===== config.mk =====
export PLATFORM = sky130hd
export DESIGN_NAME = seg_display_scanner
export DESIGN_NICKNAME = d
export VERILOG_FILES = /design/src/rtl/display_pkg.sv /design/src/rtl/refresh_tick_gen.sv /design/src/rtl/seg_display_scanner.sv
export SDC_FILE = /design/constraint.sdc
export NUM_CORES = 1
export LEC_CHECK = 0
export ABC_CLOCK_PERIOD_IN_PS = 3900
export CORE_UTILIZATION = 25
export CTS_CLUSTER_SIZE = 30
export DETAILED_ROUTE_END_ITERATION = 6
export GPL_TIMING_DRIVEN = 0
export SYNTH_ARGS = -nofsm -noshare
export SYNTH_HDL_FRONTEND = slang
export SYNTH_HIERARCHICAL = 1
export SYNTH_SLANG_ARGS = --single-unit

===== constraint.sdc =====
create_clock -name CLK -period 3.9 [get_ports CLK]
set_input_delay 0.39 -clock CLK [delete_from_list [all_inputs] [get_ports CLK]]
set_output_delay 0.39 -clock CLK [all_outputs]
set_load 0.05 [all_outputs]

===== src/rtl/display_pkg.sv =====
// Shared constants and types for the 7-segment scan path.
// Used by the scanner and its testbench.
package display_pkg;
  localparam int         NUM_DIGITS = 4;
  localparam logic [3:0] BLANK_CODE = 4'hF;
  localparam logic [3:0] ANODES_OFF = 4'b1111;

  typedef enum logic {
    PH_BLANK,
    PH_ON
  } phase_t;
endpackage


===== src/rtl/refresh_tick_gen.sv =====
// Free-running slot counter, 0..REFRESH_DIV-1, with terminal-count pulse.
// CLEAR holds the count at zero and suppresses the pulse.
module refresh_tick_gen #(
  parameter  int REFRESH_DIV = 100000,
  localparam int CW          = $clog2(REFRESH_DIV)
) (
  input  logic          CLK,
  input  logic          RESET,
  input  logic          CLEAR,
  output logic [CW-1:0] COUNT,
  output logic          TC
);
  localparam logic [CW-1:0] LAST = CW'(REFRESH_DIV - 1);

  always_ff @(posedge CLK) begin
    if (RESET | CLEAR) begin
      COUNT <= '0;
    end else if (COUNT == LAST) begin
      COUNT <= '0;
    end else begin
      COUNT <= COUNT + CW'(1);
    end
  end

  assign TC = ~CLEAR & (COUNT == LAST);
endmodule


===== src/rtl/seg_display_scanner.sv =====
// 4-digit 7-segment scan controller with frame-aligned double buffer,
// leading-zero blanking and anode blanking at the start of each slot.
module seg_display_scanner
  import display_pkg::*;
#(
  parameter int REFRESH_DIV  = 100000,
  parameter int BLANK_CYCLES = 1000
) (
  input  logic        CLK,
  input  logic        RESET,
  input  logic        ENABLE,
  input  logic        LOAD,
  input  logic [15:0] DIGITS_IN,
  input  logic [3:0]  DOTS_IN,
  input  logic        LZB_IN,
  output logic [3:0]  BIN_OUT,
  output logic [1:0]  SEG_SELECT_OUT,
  output logic        DOT_OUT,
  output logic [3:0]  ANODE_OUT,
  output logic        UPDATED
);
  localparam int            CW        = $clog2(REFRESH_DIV);
  localparam logic [CW-1:0] BLANK_CNT = CW'(BLANK_CYCLES);

  logic [CW-1:0] cnt;
  logic          tc;
  logic          clear;

  assign clear = ~ENABLE;

  refresh_tick_gen #(
    .REFRESH_DIV(REFRESH_DIV)
  ) u_tick (
    .CLK  (CLK),
    .RESET(RESET),
    .CLEAR(clear),
    .COUNT(cnt),
    .TC   (tc)
  );

  logic [1:0]  idx;
  logic [1:0]  idx_nxt;
  logic [15:0] act_digits;
  logic [15:0] act_nxt;
  logic [15:0] pend_digits;
  logic [3:0]  act_dots;
  logic [3:0]  dots_nxt;
  logic [3:0]  pend_dots;
  logic        pend;
  logic        commit;
  logic [3:0]  lz;
  logic        above;
  logic [3:0]  nib;
  phase_t      phase;

  always_comb begin
    commit   = pend & (clear | (tc & (idx == 2'd3)));
    idx_nxt  = clear ? 2'd0 : idx + {1'b0, tc};
    act_nxt  = commit ? pend_digits : act_digits;
    dots_nxt = commit ? pend_dots : act_dots;
    phase    = (cnt < BLANK_CNT) ? PH_BLANK : PH_ON;
  end

  // lz[n] is set when digit n and every digit above it are zero
  always_comb begin
    lz    = '0;
    above = 1'b1;
    for (int i = NUM_DIGITS - 1; i > 0; i--) begin
      above = above & (act_nxt[4*i +: 4] == 4'h0);
      lz[i] = above;
    end
    nib = act_nxt[{idx_nxt, 2'b00} +: 4];
  end

  always_ff @(posedge CLK) begin
    if (RESET) begin
      idx            <= 2'd0;
      act_digits     <= '0;
      act_dots       <= '0;
      pend_digits    <= '0;
      pend_dots      <= '0;
      pend           <= 1'b0;
      BIN_OUT        <= 4'h0;
      SEG_SELECT_OUT <= 2'd0;
      DOT_OUT        <= 1'b1;
      ANODE_OUT      <= ANODES_OFF;
      UPDATED        <= 1'b0;
    end else begin
      idx        <= idx_nxt;
      act_digits <= act_nxt;
      act_dots   <= dots_nxt;
      if (commit) begin
        pend <= 1'b0;
      end
      // a LOAD on the commit edge becomes pending for the next frame
      if (LOAD) begin
        pend_digits <= DIGITS_IN;
        pend_dots   <= DOTS_IN;
        pend        <= 1'b1;
      end
      BIN_OUT        <= (LZB_IN & lz[idx_nxt]) ? BLANK_CODE : nib;
      SEG_SELECT_OUT <= idx_nxt;
      DOT_OUT        <= ~dots_nxt[idx_nxt];
      if (clear | (phase == PH_BLANK)) begin
        ANODE_OUT <= ANODES_OFF;
      end else begin
        ANODE_OUT <= ~(4'b0001 << idx);
      end
      UPDATED <= commit;
    end
  end
endmodule


Word-level counts from Yosys, hierarchy flattened
Cells that the tools add are included.
{"block": "op_classes", "n_eq_ne": 2, "add_sub_neg": 2, "n_shift": 2, "order_cmp": 2, "bitwise": 12, "reduce_logical": 6, "div_mod_pow": 0, "mul": 0, "n_mux": 10}
{"cell": "adder 17 x 1 -> 17 bit (second input constant)", "n": 1}
{"cell": "equality test 17 bit (second input constant)", "n": 1}
{"cell": "< comparator 17 x 10 -> 1 bit (second input constant)", "n": 1}
{"cell": "two-way mux 16 bit", "n": 1}
{"cell": "indexed part select 16 x 5 -> 4 bit", "n": 1}
{"cell": "zero test 4 bit", "n": 3}
{"cell": "two-way mux 4 bit", "n": 2}
{"cell": "AND 1 bit", "n": 6}
{"cell": "binary-select mux 1 bit (select 2 bit)", "n": 2}
{"cell": "two-way mux 1 bit", "n": 4}
{"cell": "NOT 4 bit", "n": 1}
{"cell": "OR reduction 2 bit", "n": 2}
{"cell": "<< shifter 1 x 2 -> 4 bit (first input constant)", "n": 1}
{"cell": "< comparator 2 x 3 -> 1 bit (second input constant)", "n": 1}
{"cell": "OR 1 bit", "n": 3}
{"cell": "adder 2 x 1 -> 2 bit", "n": 1}
{"cell": "equality test 2 bit (second input constant)", "n": 1}
{"cell": "two-way mux 2 bit", "n": 1}
{"cell": "NOT 1 bit", "n": 2}
{"cell": "nonzero test 2 bit", "n": 1}
{"block": "word_totals", "register_bits": 70, "inputBits": 25, "mem_count": 0, "latchBits": 0, "output_inout_bits": 12, "romBits": 0, "ramBits": 0}

Depth between registers and ports, before layout
{"block": "depth", "depth_word": 13, "mapped_depth": 11, "depth_no_buf": 10}

Modules after synthesis
The synthesis kept the hierarchy.
{"mod": "seg_display_scanner", "area_each_um2": 2233.4, "n_inst": 1, "cells_each": 236}
{"mod": "refresh_tick_gen", "area_each_um2": 833.3, "n_inst": 1, "cells_each": 88}

Worst setup path before layout
Ideal clock, no wire load.
{"block": "synth_timing", "path_type": "reg-to-reg", "start": "register u_tick.COUNT[0]", "end": "register BIN_OUT[3]", "arrival_ps": 2465, "stages_incl_launch_ff": 11, "setup_slack_ps": 1311, "t_required_ps": 3776, "setup_time_ps": 124, "synth_period_minus_slack_ps": 2589, "n_path_buf": 1, "cell_sequence": "dfxtp_1 > ha_1 > and4_1 > nand4_1 > nor2_1 > ha_1 > nand2_2 > buf_2 > mux2i_1 > a2111oi_0 > a2111o_1"}
{"block": "synth_via", "elab_chain_len": 13}
{"element": "start: declaration", "line_no": "refresh_tick_gen.sv:10", "rtl": "output logic [CW-1:0] COUNT,"}
{"element": "start signal: assignment", "line_no": "refresh_tick_gen.sv:21", "rtl": "COUNT <= COUNT + CW'(1);"}
{"element": "equality test 17 bit *", "line_no": "refresh_tick_gen.sv:25", "rtl": "assign TC = ~CLEAR & (COUNT == LAST);"}
{"element": "AND 1 bit *", "line_no": "refresh_tick_gen.sv:25"}
{"element": "net tc", "line_no": "seg_display_scanner.sv:26", "rtl": "logic tc;"}
{"element": "AND 1 bit", "line_no": "seg_display_scanner.sv:57", "rtl": "commit = pend & (clear | (tc & (idx == 2'd3)));"}
{"element": "OR 1 bit", "line_no": "seg_display_scanner.sv:57"}
{"element": "AND 1 bit", "line_no": "seg_display_scanner.sv:57"}
{"element": "two-way mux 16 bit", "line_no": "seg_display_scanner.sv:59", "rtl": "act_nxt = commit ? pend_digits : act_digits;"}
{"element": "zero test 4 bit", "line_no": "seg_display_scanner.sv:69", "rtl": "above = above & (act_nxt[4*i +: 4] == 4'h0);"}
{"element": "AND 1 bit (2 in a row)", "line_no": "seg_display_scanner.sv:69"}
{"element": "binary-select mux 1 bit (select 2 bit)", "line_no": "seg_display_scanner.sv:101", "rtl": "BIN_OUT <= (LZB_IN & lz[idx_nxt]) ? BLANK_CODE : nib;"}
{"element": "two-way mux 1 bit (not written as such)", "line_no": "seg_display_scanner.sv:101"}
{"element": "AND 1 bit", "line_no": "seg_display_scanner.sv:101"}
{"element": "two-way mux 4 bit *", "line_no": "seg_display_scanner.sv:101"}
{"element": "end signal: assignment", "line_no": "seg_display_scanner.sv:101"}
{"element": "end: declaration", "line_no": "seg_display_scanner.sv:16", "rtl": "output logic [3:0] BIN_OUT,"}
The timed path passes the listed nets; every way through them passes the cells marked *. The select of a mux whose other input is x is not followed.
A chain may end at the register's enable or synchronous reset.

Worst setup path after layout
Same ends and word-level chain as after synthesis.

==> reports/summary.json <==
{
  "clock_network": {
    "cts_htree_levels": 3,
    "post-cts-setup-buffer-count": 0,
    "cts.reportedPaths.clkPinSlew_ns": 0.05,
    "tritoncts": "built",
    "ctsResizeCount": 0,
    "insertion_delay_to_the_later_sink_of_the_worst_skew_pair_ns": 0.33,
    "cts-root-to-sink-buffers": 2,
    "cts_made_buffers": 9,
    "cts-hold-fix-buffers": 0,
    "clockRootBuffer": "sky130_fd_sc_hd__clkbuf_16",
    "cts.sink_count": 70
  },
  "synthesis": {
    "yosys.cell_types.count": 48,
    "yosys_warnings": 6,
    "ys_seq_elements": 70,
    "synth_edf_count": 0,
    "synthesis.area_per_instance_um2": 9.47,
    "synth_async_sr_flop_share_pct": 0,
    "synth_sequential_area_ratio_pct": 45.7,
    "dominantRegCellSynth": "sky130_fd_sc_hd__dfxtp_1",
    "postSynthNetCount": 351,
    "netlist_instances": 324,
    "synth_area_mm2": 0.00307
  },
  "sta": {
    "period_minus_slack_ns": 3.08,
    "rsz0062_at_grt": "false",
    "worst_pin_slew_ns": 0.824,
    "setup-tns-final_ns": 0,
    "maxSlewHeadroom_pct": 45.0,
    "final-hold-violation-count": 0,
    "fin_worst_skew_ns": 0.00418,
    "timing.final.crit_share_pct": 78.9,
    "setup_viol_count_final": 0,
    "max_freq_mhz": 325,
    "fin_max_slew_vios": 0
  },
  "worst_setup_path": {
    "crit_path_start_kind": "flop",
    "end_kind": "flop",
    "rr_startpoint": "u_tick/COUNT[0]",
    "slowest_delay_ns": 0.51,
    "worstPathRequired_ns": 4.17,
    "ff2ff_path_depth": 10,
    "path_max_fanout": 10,
    "crit_chain": "ha_1 -> and4_1 -> nand4_1 -> nor2_1 -> ha_1 -> nand2_2 -> buf_2 -> mux2i_1 -> a2111oi_0 -> a2111o_1",
    "worstReg2RegEnd": "BIN_OUT[3]",
    "timing.critical_path.mode_cell": "sky130_fd_sc_hd__ha_1",
    "worst_path_max_delay_cell": "sky130_fd_sc_hd__a2111oi_0",
    "timing.critical_path.max_delay_family": "simple AND/OR/NAND/NOR gates",
    "timing.critical_path.buf_inv": 1,
    "setup_slack_on_the_worst_flop_to_flop_path_ns": 0.82,
    "path_class": "reg -> reg",
    "arrival_ns": 3.35
  },
  "pwr": {
    "relative_contribution_of_combinational_cells_to_total_power_pct": 7.2,
    "power_per_cell_area_mw_per_mm2": 412,
    "power_leakage_nw": 1.51,
    "total_power_mw": 1.60,
    "power.net_switching_uw": 361,
    "ir_worst_vdd_mv": 0.184,
    "internal_power_mw": 1.24,
    "portion_of_total_power_attributed_to_the_clock_network_pct": 45.8,
    "sw_frac_of_total_pct": 22.6,
    "p_seq_share_pct": 47.0
  },
  "floorplan": {
    "placement_rows": 40,
    "die_h_um": 113,
    "start_util_pct": 25.6,
    "dieArea_mm2": 0.0127,
    "boundaryPins": 37,
    "die_width_um": 113,
    "core_footprint_mm2": 0.0120
  },
  "global_routing": {
    "all_layer_global_routing_usage_pct": 12.0,
    "grt_first_pass_wirelength_um": 11800,
    "via_count_of_the_first_global_routing_pass": 2370,
    "initial_antenna_violation_count": 0,
    "largest_net_degree_at_the_start_of_global_routing": 12,
    "globalRoute.totalOverflow": 0
  },
  "worst_hold_path": {
    "worst_hold_path_type": "in -> reg",
    "holdCritStartpoint": "LOAD",
    "worst_hold_path_cells": 3,
    "holdPathEnd": "pend_digits[0]"
  },
  "drt": {
    "route.vias.total": 2440,
    "initialDrtViolationCount": 91,
    "ant_nets": 0,
    "detailedRoute.firstPassIterationCount": 4,
    "post_drt_via_cell_ratio": 4.67,
    "postRouteWirelength_um": 7290,
    "drt_drc_violations_left": 0,
    "post_drt_wl_per_cell_um": 14.0
  },
  "final_layout": {
    "multiInputGateArea_mm2": 0.00154,
    "syn_to_final_growth_pct": 26.2,
    "number_of_nets_in_the_final_layout": 397,
    "finalNonFillerCells": 522,
    "antenna_cells": 0,
    "fillers": 1246,
    "seq_area_mm2": 0.00140,
    "layout-drive-gt1-share_pct": 12.3,
    "final_util_pct": 32.4
  },
  "placement": {
    "finalWeightedCongestion": 0.839,
    "port-buffer-count": 35,
    "dp.cells": 506,
    "hpwlAfterDp_um": 5330
  },
  "job": {
    "maxCapViolCount": 0
  },
  "outcome": {
    "status": "finished, final reports clean"
  }
}
-- final cells by class --
class / instances / share of cell area (%)
timing repair buffer: 35 / 9.05
sequential: 70 / 36.2
clock buffer: 12 / 6.37
buffer: 18 / 3.04
inverter: 3 / 0.291
multi-input combinational: 233 / 39.7
tap: 147 / 4.75
clock inverter: 4 / 0.582
-- power by group through the flow --
stage          Clock (mW)  Sequential, mW  Combinational, mW
2_1_floorplan           0           0.767             0.0630
3_3_place_gp            0           0.766              0.113
3_5_place_dp            0           0.766              0.115
4_1_cts             0.752           0.751              0.116
5_1_grt             0.785           0.753              0.125
6_report            0.730           0.751              0.115
-- worst reg2reg max path, cell delays in order, from the launching register on --
cell and delay [ns]:
sky130_fd_sc_hd__dfxtp_1 0.38, sky130_fd_sc_hd__ha_1 0.27, sky130_fd_sc_hd__and4_1 0.27, sky130_fd_sc_hd__nand4_1 0.19, sky130_fd_sc_hd__nor2_1 0.30, sky130_fd_sc_hd__ha_1 0.41, sky130_fd_sc_hd__nand2_2 0.16, sky130_fd_sc_hd__buf_2 0.25
sky130_fd_sc_hd__mux2i_1 0.11, sky130_fd_sc_hd__a2111oi_0 0.51, sky130_fd_sc_hd__a2111o_1 0.17
-- placed cells by master (no fill, tap or decap), types with 3 or more instances in the layout --
cell type                         instances
sky130_fd_sc_hd__clkbuf_1                10
sky130_fd_sc_hd__mux2i_1                 32
sky130_fd_sc_hd__nand2_1                 31
sky130_fd_sc_hd__dfxtp_1                 70
sky130_fd_sc_hd__o22ai_1                  3
sky130_fd_sc_hd__nor2_2                   6
sky130_fd_sc_hd__or3_1                    3
sky130_fd_sc_hd__clkbuf_16                9
sky130_fd_sc_hd__nor2_1                  51
sky130_fd_sc_hd__a211oi_1                 5
sky130_fd_sc_hd__nand3_1                  8
sky130_fd_sc_hd__clkinv_2                 3
sky130_fd_sc_hd__a21oi_1                 11
sky130_fd_sc_hd__inv_1                    3
sky130_fd_sc_hd__a2111oi_0                4
sky130_fd_sc_hd__nor4_1                   6
sky130_fd_sc_hd__clkdlybuf4s50_1         35
sky130_fd_sc_hd__and3_1                   7
sky130_fd_sc_hd__buf_6                    5
sky130_fd_sc_hd__nand4_1                  5
sky130_fd_sc_hd__xor2_1                   5
sky130_fd_sc_hd__xnor2_1                 12
sky130_fd_sc_hd__nor3_1                   8
sky130_fd_sc_hd__nor4_2                   5
-- cell usage after synthesis (2+ instances only) --
master / instances / area (um^2)
sky130_fd_sc_hd__inv_1: 3 / 11.3
sky130_fd_sc_hd__a2111oi_0: 4 / 35.0
sky130_fd_sc_hd__o22ai_1: 3 / 18.8
sky130_fd_sc_hd__mux2i_1: 32 / 320
sky130_fd_sc_hd__or3_1: 3 / 18.8
sky130_fd_sc_hd__nor3_1: 8 / 40.0
sky130_fd_sc_hd__or2b_2: 2 / 17.5
sky130_fd_sc_hd__nand4_1: 5 / 31.3
sky130_fd_sc_hd__nand2_1: 31 / 116
sky130_fd_sc_hd__clkbuf_1: 8 / 30.0
sky130_fd_sc_hd__a31oi_1: 2 / 12.5
sky130_fd_sc_hd__xnor2_1: 12 / 105
sky130_fd_sc_hd__nor4_1: 6 / 37.5
sky130_fd_sc_hd__o211ai_1: 2 / 15.0
sky130_fd_sc_hd__a21oi_1: 11 / 55.1
sky130_fd_sc_hd__a211oi_1: 5 / 37.5
sky130_fd_sc_hd__nand3_1: 8 / 40.0
sky130_fd_sc_hd__dfxtp_1: 70 / 1400
sky130_fd_sc_hd__buf_1: 2 / 7.51
sky130_fd_sc_hd__buf_6: 5 / 56.3
sky130_fd_sc_hd__nor2_1: 51 / 191
sky130_fd_sc_hd__xor2_1: 5 / 43.8
sky130_fd_sc_hd__and4_1: 2 / 17.5
sky130_fd_sc_hd__buf_2: 2 / 10.0
sky130_fd_sc_hd__ha_1: 2 / 25.0
sky130_fd_sc_hd__nor4_2: 5 / 62.6
sky130_fd_sc_hd__nor2_2: 6 / 37.5
sky130_fd_sc_hd__and3_1: 7 / 43.8
sky130_fd_sc_hd__nand4_2: 2 / 25.0
sky130_fd_sc_hd__nand2_2: 2 / 12.5
-- how the worst max path moves through the flow --
stage                    start         end  cells after the start
6_report       u_tick/COUNT[0]  BIN_OUT[3]                     10
4_1_cts        u_tick/COUNT[0]  BIN_OUT[3]                     10
3_3_place_gp            ENABLE  BIN_OUT[3]                     10
2_1_floorplan  u_tick/COUNT[0]  BIN_OUT[3]                     10
3_5_place_dp            ENABLE  BIN_OUT[3]                     10
5_1_grt        u_tick/COUNT[0]  BIN_OUT[1]                     10
-- metal layers --
| layer | routed length (um) | GRT usage, % |
|---|---|---|
| met2 | 3430 | 19.9 |
| met1 | 3380 | 14.5 |
| met5 | 0 | 0 |
| met3 | 359 | 4.45 |
| met4 | 123 | 3.29 |
-- through the flow --
stage / cell area, um^2 / hold WS (ns) / setup WS (ns)
2_1_floorplan: 3070 / 0.432 / 1.31
3_3_place_gp: 3600 / 0.441 / 0.725
3_5_place_dp: 3600 / 0.450 / 0.793
4_1_cts: 3870 / 0.381 / 0.844
5_1_grt: 3870 / 0.412 / 0.548
6_report: 3870 / 0.384 / 0.822
-- sequential cells by signal (all words and copies together), names as in the netlist --
signal,flops
pend,1
act_digits,16
idx,2
pend_digits,16
pend_dots,4
ANODE_OUT,4
DOT_OUT,1
act_dots,4
UPDATED,1
BIN_OUT,4
u_tick/COUNT,17
-- kinds of logic (layout without fill, tap and decap cells) --
family,count (synthesis),after routing,synth area share [%]
and+or+nand+nor,146,146,25.2
DFF,70,70,45.7
AOI/OAI and AO/OA,35,35,8.32
muxes,33,33,10.9
buffers and inverters,21,72,4.20
xor gates and xnor gates,17,17,4.86
adders and majority gates,2,2,0.816
Power figures use the tool's default switching activity.
